File: src/rtl/apb_fifo_ctrl.sv
// apb_fifo_ctrl: synchronous FIFO with a streaming push/pop port and an APB3
// slave for configuration, status, interrupt handling and low-rate data access.
// The head entry is read combinationally so APB DATA reads can return it in
// the same access phase that pops it.
module apb_fifo_ctrl #(
    parameter int DATA_WIDTH = 8,
    parameter int DEPTH      = 16
) (
    input  logic                  PCLK,
    input  logic                  PRESETn,
    input  logic                  PSEL,
    input  logic                  PENABLE,
    input  logic                  PWRITE,
    input  logic [7:0]            PADDR,
    input  logic [31:0]           PWDATA,
    output logic [31:0]           PRDATA,
    output logic                  PREADY,
    output logic                  PSLVERR,
    input  logic                  wr_en,
    input  logic [DATA_WIDTH-1:0] wr_data,
    input  logic                  rd_en,
    output logic [DATA_WIDTH-1:0] rd_data,
    output logic                  rd_valid,
    output logic                  empty,
    output logic                  full,
    output logic                  almost_full,
    output logic                  almost_empty,
    output logic                  irq
);

    localparam int ADDR_WIDTH = $clog2(DEPTH);
    localparam int LW         = ADDR_WIDTH + 1;

    localparam logic [7:0] ADDR_CTRL   = 8'h00;
    localparam logic [7:0] ADDR_STATUS = 8'h04;
    localparam logic [7:0] ADDR_THRESH = 8'h08;
    localparam logic [7:0] ADDR_INT    = 8'h0C;
    localparam logic [7:0] ADDR_DATA   = 8'h10;

    // Storage and state
    logic [DATA_WIDTH-1:0] mem_q [DEPTH];
    logic [ADDR_WIDTH-1:0] wr_ptr_q, wr_ptr_d;
    logic [ADDR_WIDTH-1:0] rd_ptr_q, rd_ptr_d;
    logic [LW-1:0]         level_q, level_d;
    logic                  enable_q, enable_d;
    logic                  irq_en_q, irq_en_d;
    logic [7:0]            af_thresh_q, af_thresh_d;
    logic [7:0]            ae_thresh_q, ae_thresh_d;
    logic [2:0]            int_stat_q, int_stat_d;
    logic                  irq_q, irq_d;
    logic [DATA_WIDTH-1:0] rd_data_q, rd_data_d;
    logic                  rd_valid_q, rd_valid_d;

    // Decode and arbitration
    logic                  apb_access, apb_wr, apb_rd;
    logic                  sel_ctrl, sel_status, sel_thresh, sel_int, sel_data, addr_valid;
    logic                  stream_push, stream_pop;
    logic                  apb_push, apb_pop, apb_push_lost, apb_pop_lost;
    logic                  flush;
    logic                  push_req, pop_req, push_ok, pop_ok;
    logic [DATA_WIDTH-1:0] push_data, head;
    logic [7:0]            level8;
    logic                  af_next;
    logic [2:0]            int_set, int_clr;
    logic                  unused_pwdata;

    assign unused_pwdata = ^PWDATA;

    assign apb_access = PSEL & PENABLE;
    assign apb_wr     = apb_access & PWRITE;
    assign apb_rd     = apb_access & ~PWRITE;

    assign sel_ctrl   = (PADDR == ADDR_CTRL);
    assign sel_status = (PADDR == ADDR_STATUS);
    assign sel_thresh = (PADDR == ADDR_THRESH);
    assign sel_int    = (PADDR == ADDR_INT);
    assign sel_data   = (PADDR == ADDR_DATA);
    assign addr_valid = sel_ctrl | sel_status | sel_thresh | sel_int | sel_data;

    // Stream port wins over an APB DATA access in the same direction.
    assign stream_push   = enable_q & wr_en;
    assign stream_pop    = enable_q & rd_en;
    assign apb_push      = apb_wr & sel_data & ~stream_push;
    assign apb_pop       = apb_rd & sel_data & ~stream_pop;
    assign apb_push_lost = apb_wr & sel_data & stream_push;
    assign apb_pop_lost  = apb_rd & sel_data & stream_pop;

    assign flush = apb_wr & sel_ctrl & PWDATA[1];

    assign push_req  = stream_push | apb_push;
    assign pop_req   = stream_pop | apb_pop;
    assign push_data = stream_push ? wr_data : PWDATA[DATA_WIDTH-1:0];
    // Acceptance is judged on the pre-edge occupancy; a flush discards both.
    assign push_ok   = push_req & ~full & ~flush;
    assign pop_ok    = pop_req & ~empty & ~flush;

    assign head   = mem_q[rd_ptr_q];
    assign level8 = 8'(level_q);

    assign empty        = (level_q == '0);
    assign full         = (level_q == LW'(DEPTH));
    assign almost_full  = (level8 >= af_thresh_q);
    assign almost_empty = (level8 <= ae_thresh_q);

    assign PREADY   = 1'b1;
    assign rd_data  = rd_data_q;
    assign rd_valid = rd_valid_q;
    assign irq      = irq_q;

    // Next-state computation for pointers, level, registers and flags
    always_comb begin
        wr_ptr_d    = wr_ptr_q;
        rd_ptr_d    = rd_ptr_q;
        level_d     = level_q;
        enable_d    = enable_q;
        irq_en_d    = irq_en_q;
        af_thresh_d = af_thresh_q;
        ae_thresh_d = ae_thresh_q;
        rd_data_d   = rd_data_q;
        rd_valid_d  = 1'b0;
        int_set     = 3'b000;
        int_clr     = 3'b000;

        if (flush) begin
            wr_ptr_d = '0;
            rd_ptr_d = '0;
            level_d  = '0;
        end else begin
            if (push_ok) begin
                wr_ptr_d = wr_ptr_q + 1'b1;
            end
            if (pop_ok) begin
                rd_ptr_d = rd_ptr_q + 1'b1;
            end
            level_d = level_q + LW'(push_ok) - LW'(pop_ok);
        end

        if (stream_pop && pop_ok) begin
            rd_data_d  = head;
            rd_valid_d = 1'b1;
        end

        if (apb_wr && sel_ctrl) begin
            enable_d = PWDATA[0];
            irq_en_d = PWDATA[2];
        end
        if (apb_wr && sel_thresh) begin
            af_thresh_d = PWDATA[7:0];
            ae_thresh_d = PWDATA[15:8];
        end
        if (apb_wr && sel_int) begin
            int_clr = PWDATA[2:0];
        end

        // The rise is judged against the occupancy and threshold after this edge.
        af_next    = (8'(level_d) >= af_thresh_d);
        int_set[0] = push_req & full & ~flush;
        int_set[1] = pop_req & empty & ~flush;
        int_set[2] = af_next & ~almost_full;

        // A bit being set in the same cycle as its clear stays set.
        int_stat_d = (int_stat_q & ~int_clr) | int_set;
        irq_d      = irq_en_q & (|int_stat_q);
    end

    // APB read data and error response
    always_comb begin
        PRDATA  = 32'h0;
        PSLVERR = 1'b0;
        if (PRESETn && apb_access) begin
            PSLVERR = ~addr_valid | (PWRITE & sel_status) | apb_push_lost
                    | apb_pop_lost | (apb_pop & empty);
        end
        if (PRESETn && apb_rd) begin
            case (PADDR)
                ADDR_CTRL:   PRDATA = {29'h0, irq_en_q, 1'b0, enable_q};
                ADDR_STATUS: PRDATA = {16'h0, level8, 4'h0, almost_full, almost_empty, full, empty};
                ADDR_THRESH: PRDATA = {16'h0, ae_thresh_q, af_thresh_q};
                ADDR_INT:    PRDATA = {29'h0, int_stat_q};
                ADDR_DATA:   PRDATA = (apb_pop && !empty) ? 32'(head) : 32'h0;
                default:     PRDATA = 32'h0;
            endcase
        end
    end

    // Control and status state, cleared asynchronously
    always_ff @(posedge PCLK or negedge PRESETn) begin
        if (!PRESETn) begin
            wr_ptr_q    <= '0;
            rd_ptr_q    <= '0;
            level_q     <= '0;
            enable_q    <= 1'b1;
            irq_en_q    <= 1'b0;
            af_thresh_q <= 8'(DEPTH - 2);
            ae_thresh_q <= 8'd1;
            int_stat_q  <= 3'b000;
            irq_q       <= 1'b0;
            rd_data_q   <= '0;
            rd_valid_q  <= 1'b0;
        end else begin
            wr_ptr_q    <= wr_ptr_d;
            rd_ptr_q    <= rd_ptr_d;
            level_q     <= level_d;
            enable_q    <= enable_d;
            irq_en_q    <= irq_en_d;
            af_thresh_q <= af_thresh_d;
            ae_thresh_q <= ae_thresh_d;
            int_stat_q  <= int_stat_d;
            irq_q       <= irq_d;
            rd_data_q   <= rd_data_d;
            rd_valid_q  <= rd_valid_d;
        end
    end

    // Entry storage; contents survive reset and flush
    always_ff @(posedge PCLK) begin
        if (push_ok) begin
            mem_q[wr_ptr_q] <= push_data;
        end
    end

endmodule

File: config.mk
export PLATFORM = sky130hd
export DESIGN_NAME = apb_fifo_ctrl
export DESIGN_NICKNAME = d
export VERILOG_FILES = /design/src/rtl/apb_fifo_ctrl.sv
export SDC_FILE = /design/constraint.sdc
export NUM_CORES = 1
export LEC_CHECK = 0
export CORE_MARGIN = 3
export CORE_UTILIZATION = 55
export DETAILED_ROUTE_END_ITERATION = 12
export HOLD_SLACK_MARGIN = 0.1
export PLACE_DENSITY = 0.79
export SYNTH_ARGS = -nofsm -noshare
export SYNTH_HDL_FRONTEND = slang
export SYNTH_SLANG_ARGS = --single-unit
File: constraint.sdc
create_clock -name PCLK -period 4.6 [get_ports PCLK]
set_input_delay 1.15 -clock PCLK [delete_from_list [all_inputs] [get_ports PCLK]]
set_output_delay 1.15 -clock PCLK [all_outputs]
set_load 0.1 [all_outputs]
* After elaboration in Yosys (flattened, before gate mapping) *
Memories as Yosys holds them, arrays and structs flattened.
Index checks and enable logic that the tools add are counted.

storage, ports and cells
  flip-flop bits (word level) = 44
  RAM bits = 128
  input bits = 55
  output and inout port bits = 48
  word-level logic and storage cells = 98
  memories = 1

cells by class
  add/subtract/negate cells = 4
  order comparisons = 3
  eq/ne operators = 5
  mux-type cells = 15
  bitwise logic cells = 46
  reductions and logical operators = 13

memory list
  memory  depth  bits a word  rd ports  clocked after memory_dff  wr ports  RTL line  source
  mem_q   16     8            1         0                         1         41        logic [DATA_WIDTH-1:0] mem_q [DEPTH];

operator list
  kind                   number
  $pmux W16 S5           1
  $and A1 B1 Y1          25
  $mux W8                3
  $eq A8 B4 Y1 const B   2
  $ge A5 B8 Y1           2
  $mux W16               1
  $mux W4                4
  $or A1 B1 Y1           10
  $add A4 B1 Y4 const B  2
  $eq A8 B3 Y1 const B   1
  $eq A8 B5 Y1 const B   1
  $le A5 B8 Y1           1
  $logic_not A8 Y1       1
  $not A1 Y1             8
  $logic_and A1 B1 Y1    7
  $add A5 B1 Y5          1
  $eq A5 B5 Y1 const B   1
  $logic_not A5 Y1       1
  $mux W5                1
  $sub A5 B1 Y5          1
  $mux W1                4
  $reduce_bool A2 Y1     2
  $and A3 B3 Y3          1
  $mux W3                1
  other kinds (4)        4

* Depth between registers and ports, before layout *
  word-level depth = 13
  depth in mapped cells = 19
  mapped depth without buffers = 19

* Worst setup path before layout *
Ideal clock, no wire load.

  path type = register to output
  start point = reg level_q[3]
  end point = out PSLVERR
  arrival = 6.251 ns
  required time = 3.450 ns
  slack = -2.801 ns
  cell stages (with the launch flop) = 7
  buffers on the path = 0
  cells stage by stage = dfrtp_1 inv_1 ha_1 nor4b_1 nand2b_1 nand3_1 a41oi_1

on the way
  word-level cells in the longest chain between the ends = 4

ends and longest elaborated chain
  what                      RTL line  source
  start: declaration        44        logic [LW-1:0] level_q, level_d;
  start signal: assignment  203       level_q <= level_d;
  $logic_not A5 Y1          100       assign empty = (level_q == '0);
  named net empty           24        output logic empty,
  $and A1 B1 Y1             172       | apb_pop_lost | (apb_pop & empty);
  $or A1 B1 Y1              172
  $mux W1                   170       if (PRESETn && apb_access) begin
  end: declaration          18        output logic PSLVERR,

The timed path passes the listed nets, and every way through them passes these cells.

* Worst setup path in the final report *
  start point = in PADDR[2]
  end point = out PRDATA[2]

on the way
  word-level cells in the longest chain between the ends = 7
  elaborated cells between the ends (all ways) = 11
  those cells by class = 4 x eq/ne; 3 x mux; 2 x bitwise; 2 x reduce/logical

ends and longest elaborated chain
  what                         RTL line  source
  start: declaration           14        input logic [7:0] PADDR,
  $eq A8 B5 Y1                 77, 175
  $and A1 B1 Y1 (2 in series)  84        assign apb_pop = apb_rd & sel_data & ~stream_pop;
  $logic_and A1 B1 Y1          180       ADDR_DATA: PRDATA = (apb_pop && !empty) ? 32'(head) : 32'h0;
  $mux W8                      180
  $pmux W16 S5 (*)             175       case (PADDR)
  $mux W16 (*)                 174       if (PRESETn && apb_rd) begin
  end: declaration             16        output logic [31:0] PRDATA,

Every way passes the cells marked *; elsewhere a longest branch is shown, timed or not.

==> flow_summary.toml <==
[power_and_ir_drop]
p_int_w = 0.00285
switching_share_pct = 33.4
power_switching_w = 0.00143
p_clk_share_pct = 31.6
p_seq_share_pct = 42.1
combPwrFrac_pct = 26.3
powerDensity_mw_per_mm2 = 429
leakagePower_nw = 3.77
worst_ir_drop_vdd_mv = 0.319

[yosys]
yosysTopAreaCell = "edfxtp_1"
synthXorXnorAreaFrac_pct = 0.433
syn_inst = 546
synth_top_area_share_pct = 47.5
ys_async_sr_fraction_pct = 25.6
synth_compound_area_share_pct = 5.74
ys.flop_type = "edfxtp_1"
seq_area_frac_synth_pct = 61.2
synth_adder_area_share_pct = 4.27
synth_area_leaders = "edfxtp_1 48%, dfrtp_1 12%, mux4_2 7.5%, ha_1 4.0%, mux2_2 3.8%"
synth_cell_types = 58
netlist_area_mm2 = 0.00809
avgSynthCellArea_um2 = 14.8
synth_simple_gate_area_share_pct = 8.44
ys_ff_latch = 172
synth_edf_count = 128
synth.mux.area_fraction_pct = 15.2
synth_top_family_by_area = "multiplexers"
yosysWarnings = 0

[global_routing]
track_usage_pct = 24.9
antenna_found_initial = 0
grt_pass1_vias = 5138
grt_pass1_wl_mm = 30.0
overflow = 0
grt_start_max_net_pins = 45

[critical_path]
path_max_fanout = 3
regToRegSetupSlack_ns = 0.81
crit_start = "PADDR[2]"
r2r_end = "int_stat_q[2]"
endpoint_kind = "output pin"
required_ns = 3.45
cp-start-kind = "input pin"
ff2ff_path_depth = 19
arrival_ns = 3.30
rr_startpoint = "level_q[2]"
path_class = "input pin to output pin"
crit_end = "PRDATA[2]"

[die]
die_area_mm2 = 0.0162
coreArea_mm2 = 0.0141
rows = 43
initial_core_util_pct = 57.2
die_x_um = 127
die_y_um = 127
io_pins = 103

[clock_tree]
clk_latency_ns = 0.43
h-tree-depth = 4
cts_tree = "yes"
clk_pin_slew_ns = 0.06
clock_sinks = 172
cts_buffer_depth = 2
cts_buffers = 17
ctsRootBufferMaster = "clkbuf_16"
hold_buffers = 0

[route]
drt_iter0_markers = 600
viasPerCell = 6.21
vias = 5225
avgRoutedWirePerCell_um = 23.4
drt-pass1-iter-count = 5
routed_wl_mm = 19.7
drc = 0
drtAntennaViolNets = 0

[sta]
fmax_mhz = 225
finalClockSkew_ns = 0.00996
worstMarginPinSlew_ns = 1.00
final_hold_viol_count = 0
finalSetupViolCount = 0
post-route-period-util_pct = 96.7
final-max-slew-violation-count = 0
fin_crit_ns = 4.45
setup_ws_ns = 0.150
slew_headroom_pct = 33.0

[placement]
io_buffers = 69
dp_hpwl_mm = 13.6
gp_congestion = 0.859
dp.cells = 804
pre_cts_slack_ns = -0.393

[layout]
diodes = 0
drive_above_1_share_pct = 26.6
layout.cells.non_filler = 841
final_nets = 730
area_delta_synth_final_pct = 23.1

[flow_run]
maxCapViolCount = 0

[worst_hold_path]
min_path_type = "register to register"

[run_status]
status = "complete, no violations"
## cell families after synthesis
group | Yosys count
and+or+nand+nor | 128
other | 2
xor gates and xnor gates | 4
adders and majority gates | 27
muxes | 70
DFF | 172
AOI/OAI and AO/OA | 69
buffers and inverters | 74
## synth_stat cells, types with 13 or more instances
library cell,instances
nand2_1,24
nor2_1,27
o21ai_0,14
clkbuf_1,13
mux2_2,27
ha_1,26
nor3_1,21
a21oi_1,15
inv_1,32
buf_4,17
mux4_2,27
dfrtp_1,39
edfxtp_1,128
## cell usage in the layout, fill, tap and decap left out, types with 6 or more instances in the layout
cell type          n
buf_4             42
clkbuf_16         17
mux2_2            27
a21oi_1           14
inv_1             32
mux4_1             9
ha_1              26
mux4_2            27
o21ai_0           13
nor2b_1            6
conb_1            17
nand3_1            7
dfrtp_1           38
a22o_1             6
buf_12            18
nor3_1            21
nand2_1           24
edfxtp_1         128
o22ai_1            7
and3_1             6
a22oi_1            6
clkdlybuf4s50_1   38
nor2_1            27
dlymetal6s2s_1     9
## through the flow
| stage | total power, W | setup TNS, ns | utilization, % | hold WS [ns] | cell area [um^2] |
|---|---|---|---|---|---|
| CTS | 0.00425 | 0 | 69.5 | 0.510 | 9840 |
| floorplan | 0.00264 | -0.0728 | - | 0.473 | 8180 |
| detailed placement | 0.00291 | -0.393 | 65.5 | 0.496 | 9270 |
| global route | 0.00445 | -0.0527 | 70.4 | 0.536 | 9960 |
| finish | 0.00427 | 0 | 70.4 | 0.509 | 9960 |
| global placement | 0.00287 | -0.330 | 65.5 | 0.495 | 9270 |
## flip-flops by register name, summed over array words and instances (netlist names)
signal and count:
ae_thresh_q 8, af_thresh_q 8, enable_q 1, int_stat_q 3
irq 1, irq_en_q 1, level_q 5, mem_q 128
rd_data 8, rd_ptr_q 4, rd_valid 1, wr_ptr_q 4
## how the worst min path moves through the flow
stage             startpoint       endpoint  cells after the start
3_5_place_dp      rd_data[7]     rd_data[7]                      1
3_3_place_gp        irq_en_q       irq_en_q                      1
5_1_grt             irq_en_q       irq_en_q                      1
4_1_cts           rd_data[7]     rd_data[7]                      1
2_1_floorplan  int_stat_q[0]  int_stat_q[0]                      1
6_report          rd_data[7]     rd_data[7]                      1
## critical path: stages
cell and delay [ns]:
clkdlybuf4s50_1 0.47, nor4b_4 0.30, nand4b_1 0.23, buf_4 0.21, nor4_4 0.30, o21ai_0 0.21
o21ai_1 0.21, buf_12 0.21
## routing by layer
layer | vias to the layer above | wire length [um] | global-route usage [%]
met1 | 2602 | 7960 | 34.3
li1 | 2266 | - | -
met3 | 46 | 1630 | 4.39
met4 | 0 | 511 | 8.64
met2 | 311 | 9550 | 40.5
met5 | - | 0 | 0
## power by group through the flow
stage | Clock (W) | Sequential [W] | Combinational (W)
floorplan | 0 | 0.00186 | 0.000778
global placement | 0 | 0.00182 | 0.00104
detailed placement | 0 | 0.00182 | 0.00108
CTS | 0.00136 | 0.00179 | 0.00109
global route | 0.00142 | 0.00180 | 0.00122
finish | 0.00135 | 0.00180 | 0.00112
## final cells by class
class | instances | area [um^2]
clock inverters | 14 | 133
multi-input cells | 315 | 2920
well taps | 180 | 225
fillers | 854 | 4190
inverters | 34 | 128
flip-flops and latches | 172 | 4950
clock buffers | 18 | 429
repair buffers | 108 | 1170
## timing repair
item / in CTS / in global routing
buffers inserted: 0 / 5
pin swaps: 0 / 8
gates resized for setup: 1 / 22
setup endpoints to repair: 1 / 7
Power figures use the tool's default switching activity.
